### src/rtl/estacionamiento_pkg.sv
// rtl/estacionamiento_pkg.sv - shared constants and state encoding for the parking barrier
package estacionamiento_pkg;

  localparam int F_CLK_HZ      = 12_000_000;
  localparam int CAPACIDAD_DEF = 7;
  localparam int T_ABIERTA_DEF = F_CLK_HZ;
  localparam int T_CIERRE_DEF  = F_CLK_HZ / 2;

  localparam logic [1:0] EST_REPOSO      = 2'd0;
  localparam logic [1:0] EST_ABIERTA_ENT = 2'd1;
  localparam logic [1:0] EST_ABIERTA_SAL = 2'd2;
  localparam logic [1:0] EST_CIERRE      = 2'd3;

  typedef enum logic [1:0] {
    REPOSO      = EST_REPOSO,
    ABIERTA_ENT = EST_ABIERTA_ENT,
    ABIERTA_SAL = EST_ABIERTA_SAL,
    CIERRE      = EST_CIERRE
  } estado_t;

  // Timer width covering the longer of the two windows, never below 1 bit.
  function automatic int ancho_timer(input int a, input int b);
    int m;
    int w;
    m = (a > b) ? a : b;
    w = $clog2(m);
    return (w < 1) ? 1 : w;
  endfunction

endpackage

### src/rtl/temporizador.sv
// rtl/temporizador.sv - clearable saturating up-counter with compare-to-limit
module temporizador #(
  parameter int ANCHO = 4
) (
  input  logic             clk,
  input  logic             rst,
  input  logic             limpiar,
  input  logic [ANCHO-1:0] limite,
  output logic             expiro
);

  logic [ANCHO-1:0] cuenta;

  // Saturates at all-ones so a long stay in one state never wraps into a false expiry.
  always_ff @(posedge clk) begin
    if (rst || limpiar) begin
      cuenta <= '0;
    end else if (cuenta != '1) begin
      cuenta <= cuenta + 1'b1;
    end
  end

  assign expiro = (cuenta == limite);

endmodule

### src/rtl/controlador_barrera.sv
// rtl/controlador_barrera.sv - shared entry/exit barrier sequencer with round-robin grant
module controlador_barrera
  import estacionamiento_pkg::*;
#(
  parameter int ANCHO_OCUP = 3,
  parameter int CAPACIDAD  = CAPACIDAD_DEF,
  parameter int T_ABIERTA  = T_ABIERTA_DEF,
  parameter int T_CIERRE   = T_CIERRE_DEF
) (
  input  logic                  clk,
  input  logic                  rst,
  input  logic                  req_entrada,
  input  logic                  req_salida,
  input  logic                  paso_entrada,
  input  logic                  paso_salida,
  input  logic [ANCHO_OCUP-1:0] ocupacion,
  output logic                  barrera_abrir,
  output logic                  verde_entrada,
  output logic                  verde_salida,
  output logic                  lleno,
  output logic                  timeout
);

  localparam int TW = ancho_timer(T_ABIERTA, T_CIERRE);

  estado_t       estado, estado_sig;
  logic          ultimo_salida, ultimo_salida_sig;
  logic          timeout_sig;
  logic          lleno_int;
  logic          elig_ent, elig_sal;
  logic          limpiar, expiro;
  logic [TW-1:0] limite;

  assign lleno_int = (32'(ocupacion) >= $unsigned(CAPACIDAD));
  assign elig_ent  = req_entrada && !lleno_int;
  assign elig_sal  = req_salida;
  assign limite    = (estado == CIERRE) ? TW'(T_CIERRE - 1) : TW'(T_ABIERTA - 1);
  // Restarting the count on every state change gives each window its own origin at 0.
  assign limpiar   = (estado_sig != estado);

  temporizador #(
    .ANCHO (TW)
  ) u_temporizador (
    .clk     (clk),
    .rst     (rst),
    .limpiar (limpiar),
    .limite  (limite),
    .expiro  (expiro)
  );

  always_comb begin
    estado_sig        = estado;
    ultimo_salida_sig = ultimo_salida;
    timeout_sig       = 1'b0;
    case (estado)
      REPOSO: begin
        // On a tie the lane not served last wins.
        if (elig_ent && (!elig_sal || ultimo_salida)) begin
          estado_sig        = ABIERTA_ENT;
          ultimo_salida_sig = 1'b0;
        end else if (elig_sal) begin
          estado_sig        = ABIERTA_SAL;
          ultimo_salida_sig = 1'b1;
        end
      end
      ABIERTA_ENT: begin
        if (paso_entrada) begin
          estado_sig = CIERRE;
        end else if (expiro) begin
          estado_sig  = CIERRE;
          timeout_sig = 1'b1;
        end
      end
      ABIERTA_SAL: begin
        if (paso_salida) begin
          estado_sig = CIERRE;
        end else if (expiro) begin
          estado_sig  = CIERRE;
          timeout_sig = 1'b1;
        end
      end
      CIERRE: begin
        if (expiro) begin
          estado_sig = REPOSO;
        end
      end
      default: estado_sig = REPOSO;
    endcase
  end

  always_ff @(posedge clk) begin
    if (rst) begin
      estado        <= REPOSO;
      ultimo_salida <= 1'b1;
      barrera_abrir <= 1'b0;
      verde_entrada <= 1'b0;
      verde_salida  <= 1'b0;
      lleno         <= 1'b0;
      timeout       <= 1'b0;
    end else begin
      estado        <= estado_sig;
      ultimo_salida <= ultimo_salida_sig;
      barrera_abrir <= (estado_sig == ABIERTA_ENT) || (estado_sig == ABIERTA_SAL);
      verde_entrada <= (estado_sig == ABIERTA_ENT);
      verde_salida  <= (estado_sig == ABIERTA_SAL);
      lleno         <= lleno_int;
      timeout       <= timeout_sig;
    end
  end

endmodule

### config.mk
export PLATFORM = sky130hd
export DESIGN_NAME = controlador_barrera
export DESIGN_NICKNAME = d
export VERILOG_FILES = /design/src/rtl/estacionamiento_pkg.sv /design/src/rtl/temporizador.sv /design/src/rtl/controlador_barrera.sv
export SDC_FILE = /design/constraint.sdc
export NUM_CORES = 1
export LEC_CHECK = 0
export CORE_ASPECT_RATIO = 0.7
export CORE_UTILIZATION = 59
export DETAILED_ROUTE_END_ITERATION = 16
export PLACE_DENSITY_LB_ADDON = 0.3
export SYNTH_ARGS = -nofsm -noshare
export SYNTH_HDL_FRONTEND = slang
export SYNTH_HIERARCHICAL = 1
export SYNTH_SLANG_ARGS = --single-unit
### constraint.sdc
create_clock -name clk -period 3.95 [get_ports clk]
set_input_delay 0.79 -clock clk [delete_from_list [all_inputs] [get_ports clk]]
set_output_delay 0.79 -clock clk [all_outputs]
set_load 0.1 [all_outputs]
==> results of run 1 <==
## worst max path at each step
stage / start / to / slack (ps) / depth (start not counted)
after floorplan: estado[1] / u_temporizador/cuenta[5] / 530 / 14
after global placement: estado[0] / u_temporizador/cuenta[15] / 510 / 14
after detailed placement: estado[0] / u_temporizador/cuenta[15] / 260 / 14
after CTS: estado[0] / u_temporizador/cuenta[15] / 230 / 14
after global routing: estado[1] / u_temporizador/cuenta[14] / 90 / 14
final: estado[0] / u_temporizador/cuenta[9] / 380 / 14
## registers in the layout, summed over array words and instances (netlist names)
signal,cells
u_temporizador/cuenta,24
lleno,1
verde_salida,1
timeout,1
ultimo_salida,1
estado,2
barrera_abrir,1
verde_entrada,1
## worst reg2reg max path, delay by kind of cell, from the launching register on
family / cells / cell delay [ps]
AND/OR/NAND/NOR: 4 / 1060
XOR/XNOR: 1 / 190
AO/OA/AOI/OAI: 6 / 1250
flip-flops: 1 / 410
adder cells (fa/ha/maj): 1 / 250
buffers and inverters: 2 / 330
## synth_stat cells (4+ instances only)
cell / number
and4_1: 4
or4_1: 6
nand2_1: 19
nor4_1: 9
a2111o_1: 5
nor2_1: 10
a21oi_1: 16
xnor2_1: 8
nand4_1: 8
ha_1: 8
clkbuf_1: 6
nor3_1: 7
o21ai_0: 13
xor2_1: 16
nand3_1: 7
mux2i_1: 4
o31ai_1: 6
or3_1: 6
inv_1: 10
dfxtp_1: 32
## area by class of cell
| cell class | instances | area (sq um) | area share |
|---|---|---|---|
| Clock inverter | 1 | 30.03 | 0.01255 |
| Sequential cell | 32 | 640.6 | 0.2678 |
| Clock buffer | 7 | 96.34 | 0.04027 |
| Timing Repair Buffer | 15 | 145.1 | 0.06067 |
| Inverter | 10 | 37.54 | 0.01569 |
| Multi-Input combinational cell | 205 | 1384 | 0.5785 |
| Tap cell | 47 | 58.81 | 0.02458 |
## where the power goes
part	switching, uW	internal [uW]	total [uW]
clock network	118	222	341
registers	14.5	340	355
logic	174	91.8	266
total	307	655	961
## per-layer routing
metal  vias up  routed length, microns  global-route usage
li1        949                       -                   -
met1       867                    2453              0.4226
met2        69                    2000              0.4190
met3         5                     323             0.05917
met4         0                      35             0.07190
met5         -                       0                   0
## timing repair
action | in CTS | in global routing
setup buffers | 0 | 0
gates resized for setup | 0 | 1
endpoints found under the setup margin | 0 | 11
## per-stage QoR
| step | instance area (sq um) | hold WS [ps] | utilization |
|---|---|---|---|
| after floorplan | 2101 | 459.4 | - |
| after global placement | 2263 | 482.3 | 0.7001 |
| after detailed placement | 2263 | 485.8 | 0.7001 |
| after CTS | 2390 | 506.0 | 0.7392 |
| after global routing | 2392 | 560.3 | 0.7399 |
| final | 2392 | 513.1 | 0.7399 |
## cells by family (layout without fill, tap and decap cells)
kind of cell,count (synthesis),in the layout,share of synthesized area
muxes,4,4,0.01944
DFF,32,32,0.3111
AOI/OAI and AO/OA,61,61,0.2035
adders and majority gates,8,8,0.04860
and+or+nand+nor,95,95,0.2734
other,2,13,0.003647
xor gates and xnor gates,24,24,0.1021
buffers and inverters,20,33,0.03827
==> flow_summary_export.csv, run 1 <==
group,metric,value,unit
clocking,h-tree-depth,2,
timing,tightest_slew,1019,ps
synthesis,synth_edf_count,0,
worst_setup_path,crit_family,"compound AO/OA/AOI/OAI gates",
pwr,p_per_area,401.9,mW/mm^2
timing,skew,6.715,ps
detailed_routing,postRouteWirelength,4812,microns
worst_setup_path,worstSetupPathType,"reg2reg",
worst_setup_path,cp_num_buf_inv,2,
place,gp_congestion,0.8837,
clocking,clk_pin_slew_worst_paths,70,ps
run,maxCapViolCount,0,
synthesis,ys_seq_area_frac,0.3111,
clocking,clock-sinks,32,
pwr,p_leak,0.0008562,uW
layout,final_nets,286,
outcome,status,"finished clean",
global_routing,track_usage,0.2863,
place,port_buffers,13,
place,dp.cells,309,
clocking,cts-root-buf,"clkbuf_8",
synthesis,yosysUniqueCellTypes,51,
global_routing,antenna_found_initial,0,
synthesis,synth_warnings,6,
place,dp_worst_setup_slack,256.7,ps
synthesis,synth_area_leader_cell,"dfxtp_1",
clocking,cts_hold_buf,0,
die,initial_core_util,0.6370,
timing,fin_setup_tns,0,ps
layout,drive_gt1_frac,0.08519,
die,rows,17,
timing,setup_viol,0,
timing,hold_viol_final,0,
global_routing,grt_pass1_wl,8052,microns
die,io_pins,14,
pwr,total_power,961.3,uW
global_routing,grt_pass1_vias,1654,
worst_hold_path,min_from,"u_temporizador/cuenta[11]",
clocking,clockBufferDepth,2,
layout,fillers,254,
worst_setup_path,cp_slowest_cell,"or2_2",
worst_setup_path,ff2ff_path_depth,14,
global_routing,grt_max_degree,19,
timing,fin_ws,385.0,ps
worst_hold_path,hold_path_depth,1,
clocking,clk_latency,280,ps
synthesis,netlist_top_cells_area,"dfxtp_1, xor2_1, ha_1, a21oi_1, nand2_1",
worst_setup_path,crit_fanout,18,
timing,fmax,280.5,MHz
clocking,cts_tree,"yes",
timing,rsz0062_at_grt,"false",
timing,relSlewSlack,0.3143,
die,die_h,51.43,microns
worst_setup_path,worstSetupStartpointType,"register",
layout,final_common_cell,"dfxtp_1",
worst_setup_path,arrival,3780,ps
detailed_routing,wl_per_cell,15.18,microns
worst_setup_path,cpPeakStageDelay,480,ps
worst_hold_path,hold_end,"u_temporizador/cuenta[11]",
worst_hold_path,hold_class,"reg2reg",
detailed_routing,route.detailed.drc,0,
timing,drv_slew,0,
clocking,numCtsBuffers,5,
layout,final_cells,317,
worst_setup_path,r2r_slack,380,ps
global_routing,grt_overflow_total,0,
worst_setup_path,worst_ep_required_time,4160,ps
timing,period_needed,3565,ps
detailed_routing,ant_nets,0,
pwr,ir_worst_vdd,0.0004397,V
worst_setup_path,r2r-start,"estado[0]",
timing,post-route-period-util,0.9025,
die,core,0.003233,sq mm
place,dp_hpwl,3553,microns
worst_setup_path,r2r-end,"u_temporizador/cuenta[9]",
detailed_routing,drtIter0Drc,200,
worst_setup_path,cp-end-kind,"register",
synthesis,synth_top_area_share,0.3111,
layout,final_cell_mix,"dfxtp_1, nand2_1, a21oi_1, xor2_1",
synthesis,synth_top_flop_cell,"dfxtp_1",
worst_setup_path,path_cells,"ha_1 -> inv_1 -> xor2_1 -> nor4_1 -> nand4_1 -> nor3_1 -> buf_4 -> o21ai_1 -> a221o_1 -> a21oi_1 -> o22ai_2 -> or2_2 -> a2111o_1 -> o21ai_0",
detailed_routing,avgViaCountPerCell,5.962,
synthesis,avgSynthCellArea,8.372,sq um
die,die_x,72.62,microns
layout,area_delta_synth_final,16.16,%
synthesis,syn_inst,246,
layout,num_antenna_cells,0,
synthesis,ys_async_sr_fraction,0,
die,dieArea,0.003735,sq mm
synthesis,ys_ff_latch,32,
detailed_routing,vias,1890,
detailed_routing,first_pass_iters,5,
synthesis,synthesis.area,0.002059,sq mm
(Power assumes the default switching activity.)
==> inputs of run 2 (changes only) <==
CORE_UTILIZATION = 57   (was 59)
HOLD_SLACK_MARGIN = 0.03   (was not set)
==> run 2 against run 1 <==
  * Clock power shrank 26%
  * Cell count is the same
  * Maximum frequency grew 3.3%
  * Wire length grew 0.67%
  * Sequential cell count is the same
  * Critical path depth is the same
  * Critical endpoint is now u_temporizador/cuenta[5]
  * Utilization shrank 2.5 points
  * Sequential share of layout area grew 0.38 points
  * Hold slack gained 13 ps
==> flow_summary_export.csv, run 2 (synthesis results as in run 1) <==
group,metric,value,unit
layout,area_delta_synth_final,14.52,%
layout,final_nets,286,
global_routing,grt_max_degree,19,
die,dieArea,0.003861,sq mm
clocking,numCtsBuffers,5,
die,core,0.003297,sq mm
die,die_x,73.85,microns
layout,num_antenna_cells,0,
place,port_buffers,13,
detailed_routing,drtIter0Drc,124,
worst_setup_path,worstSetupPathType,"reg2reg",
timing,skew,5.718,ps
worst_setup_path,worstSetupStartpointType,"register",
detailed_routing,ant_nets,0,
layout,final_cell_mix,"dfxtp_1, nand2_1, a21oi_1, xor2_1",
layout,final_cells,317,
worst_setup_path,arrival,3660,ps
global_routing,grt_pass1_vias,1638,
detailed_routing,postRouteWirelength,4844,microns
place,dp_hpwl,3566,microns
worst_setup_path,path_depth,14,
worst_setup_path,ff2ff_path_depth,14,
clocking,h-tree-depth,2,
clocking,cts_hold_buf,0,
timing,relSlewSlack,0.2909,
worst_setup_path,crit_path_frequent_cell,"buf_4",
place,dp.cells,309,
layout,top_register,"u_temporizador/cuenta",
layout,fillers,260,
clocking,postCtsSetupBuffers,0,
pwr,total_power,872.4,uW
timing,hold_viol_final,0,
run,maxCapViolCount,0,
clocking,clock-sinks,32,
layout,register_area,640.6,sq um
timing,period_needed,3451,ps
detailed_routing,route.detailed.drc,0,
clocking,cts_resized,0,
timing,post-route-period-util,0.8736,
die,initial_core_util,0.6247,
clocking,cts-root-buf,"clkbuf_8",
timing,setup_viol,0,
worst_setup_path,crit_family,"compound AO/OA/AOI/OAI gates",
timing,tightest_slew,1056,ps
clocking,cts_tree,"yes",
global_routing,grt_overflow_total,0,
timing,fin_setup_tns,0,ps
worst_setup_path,cp_num_buf_inv,2,
timing,drv_slew,0,
pwr,p_per_area,369.9,mW/mm^2
worst_hold_path,hold_path_depth,2,
timing,timing.hold.ws,525.8,ps
clocking,clk_pin_slew_worst_paths,70,ps
clocking,clockBufferDepth,2,
global_routing,track_usage,0.2851,
worst_setup_path,cpPeakStageDelay,490,ps
clocking,clk_latency,280,ps
global_routing,antenna_found_initial,0,
layout,drive_gt1_frac,0.08519,
worst_setup_path,cp_slowest_cell,"or2_2",
worst_setup_path,crit_fanout,18,
detailed_routing,vias,1903,
outcome,status,"finished clean",
pwr,p_leak,0.0008427,uW
pwr,ir_worst_vdd,0.0004684,V
layout,largest_reg_flops,24,
timing,rsz0062_at_grt,"false",
global_routing,grt_pass1_wl,8114,microns
die,die_h,52.29,microns
worst_setup_path,cp-end-kind,"register",
detailed_routing,wl_per_cell,15.28,microns
layout,reg.largest.list,"u_temporizador/cuenta (24), estado (2)",
layout,final_common_cell,"dfxtp_1",
timing,fmax,289.8,MHz
detailed_routing,avgViaCountPerCell,6.003,
place,gp_congestion,0.8468,
die,rows,17,
die,io_pins,14,
worst_setup_path,path_cells,"ha_1 -> buf_4 -> xor2_1 -> nor4_1 -> nand4_1 -> nor3_1 -> buf_4 -> o21ai_1 -> a221o_1 -> a21oi_1 -> o22ai_2 -> or2_2 -> a2111o_1 -> o21ai_0",
worst_setup_path,worst_ep_required_time,4160,ps
layout,multi_input_area,0.001384,sq mm
detailed_routing,first_pass_iters,4,
worst_hold_path,hold_class,"reg2reg",
[run 2: changes by cell type in the layout (fill, tap and decap cells not counted), sizes merged]
cell and delta:
clkbuf -1, clkinv +2, bufinv -1
[run 2: layout make-up]
class,count,share of cell area
clock buffer,6,0.03501
clock inverter,2,0.004244
inverter,10,0.01592
multi-input combinational,205,0.5867
sequential,32,0.2716
tap,47,0.02493
timing repair buffer,15,0.06154
[run 2: metrics by stage]
stage                     worst slack (ps)  cell area [sq um]  utilization
final                                499.2               2359       0.7154
after global routing                 238.3               2359       0.7154
after floorplan                      527.2               2101            -
after global placement               452.5               2263       0.6865
after CTS                            336.5               2356       0.7146
after detailed placement             366.3               2263       0.6865
[run 2: worst paths after layout]
check | slack (ps) | from | end
worst min-delay path | 530 | ultimo_salida | ultimo_salida
worst max register to register | 500 | estado[0] | u_temporizador/cuenta[5]
worst max-delay path | 500 | estado[0] | u_temporizador/cuenta[5]
worst min register to register | 530 | ultimo_salida | ultimo_salida
[run 2: per-layer routing]
metal | track usage | vias to the layer above | part of all wire
met2 | 0.3960 | 45 | 0.43
met4 | 0.1058 | 0 | 0.011
li1 | - | 952 | -
met5 | 0 | - | 0
met3 | 0.08077 | 5 | 0.063
met1 | 0.4110 | 901 | 0.50
[run 2: where the power goes]
| part | internal, uW | switching, uW |
|---|---|---|
| clock network | 139 | 116 |
| logic | 90.8 | 173 |
| registers | 340 | 14.2 |
[run 2: worst reg2reg max path: cells and delay by family, from the launching register on]
family	cells	cell delay [ps]
AOI/OAI and AO/OA	6	1220
DFF	1	340
and+or+nand+nor	4	1120
buffers and inverters	2	320
xor gates and xnor gates	1	150
adders and majority gates	1	220
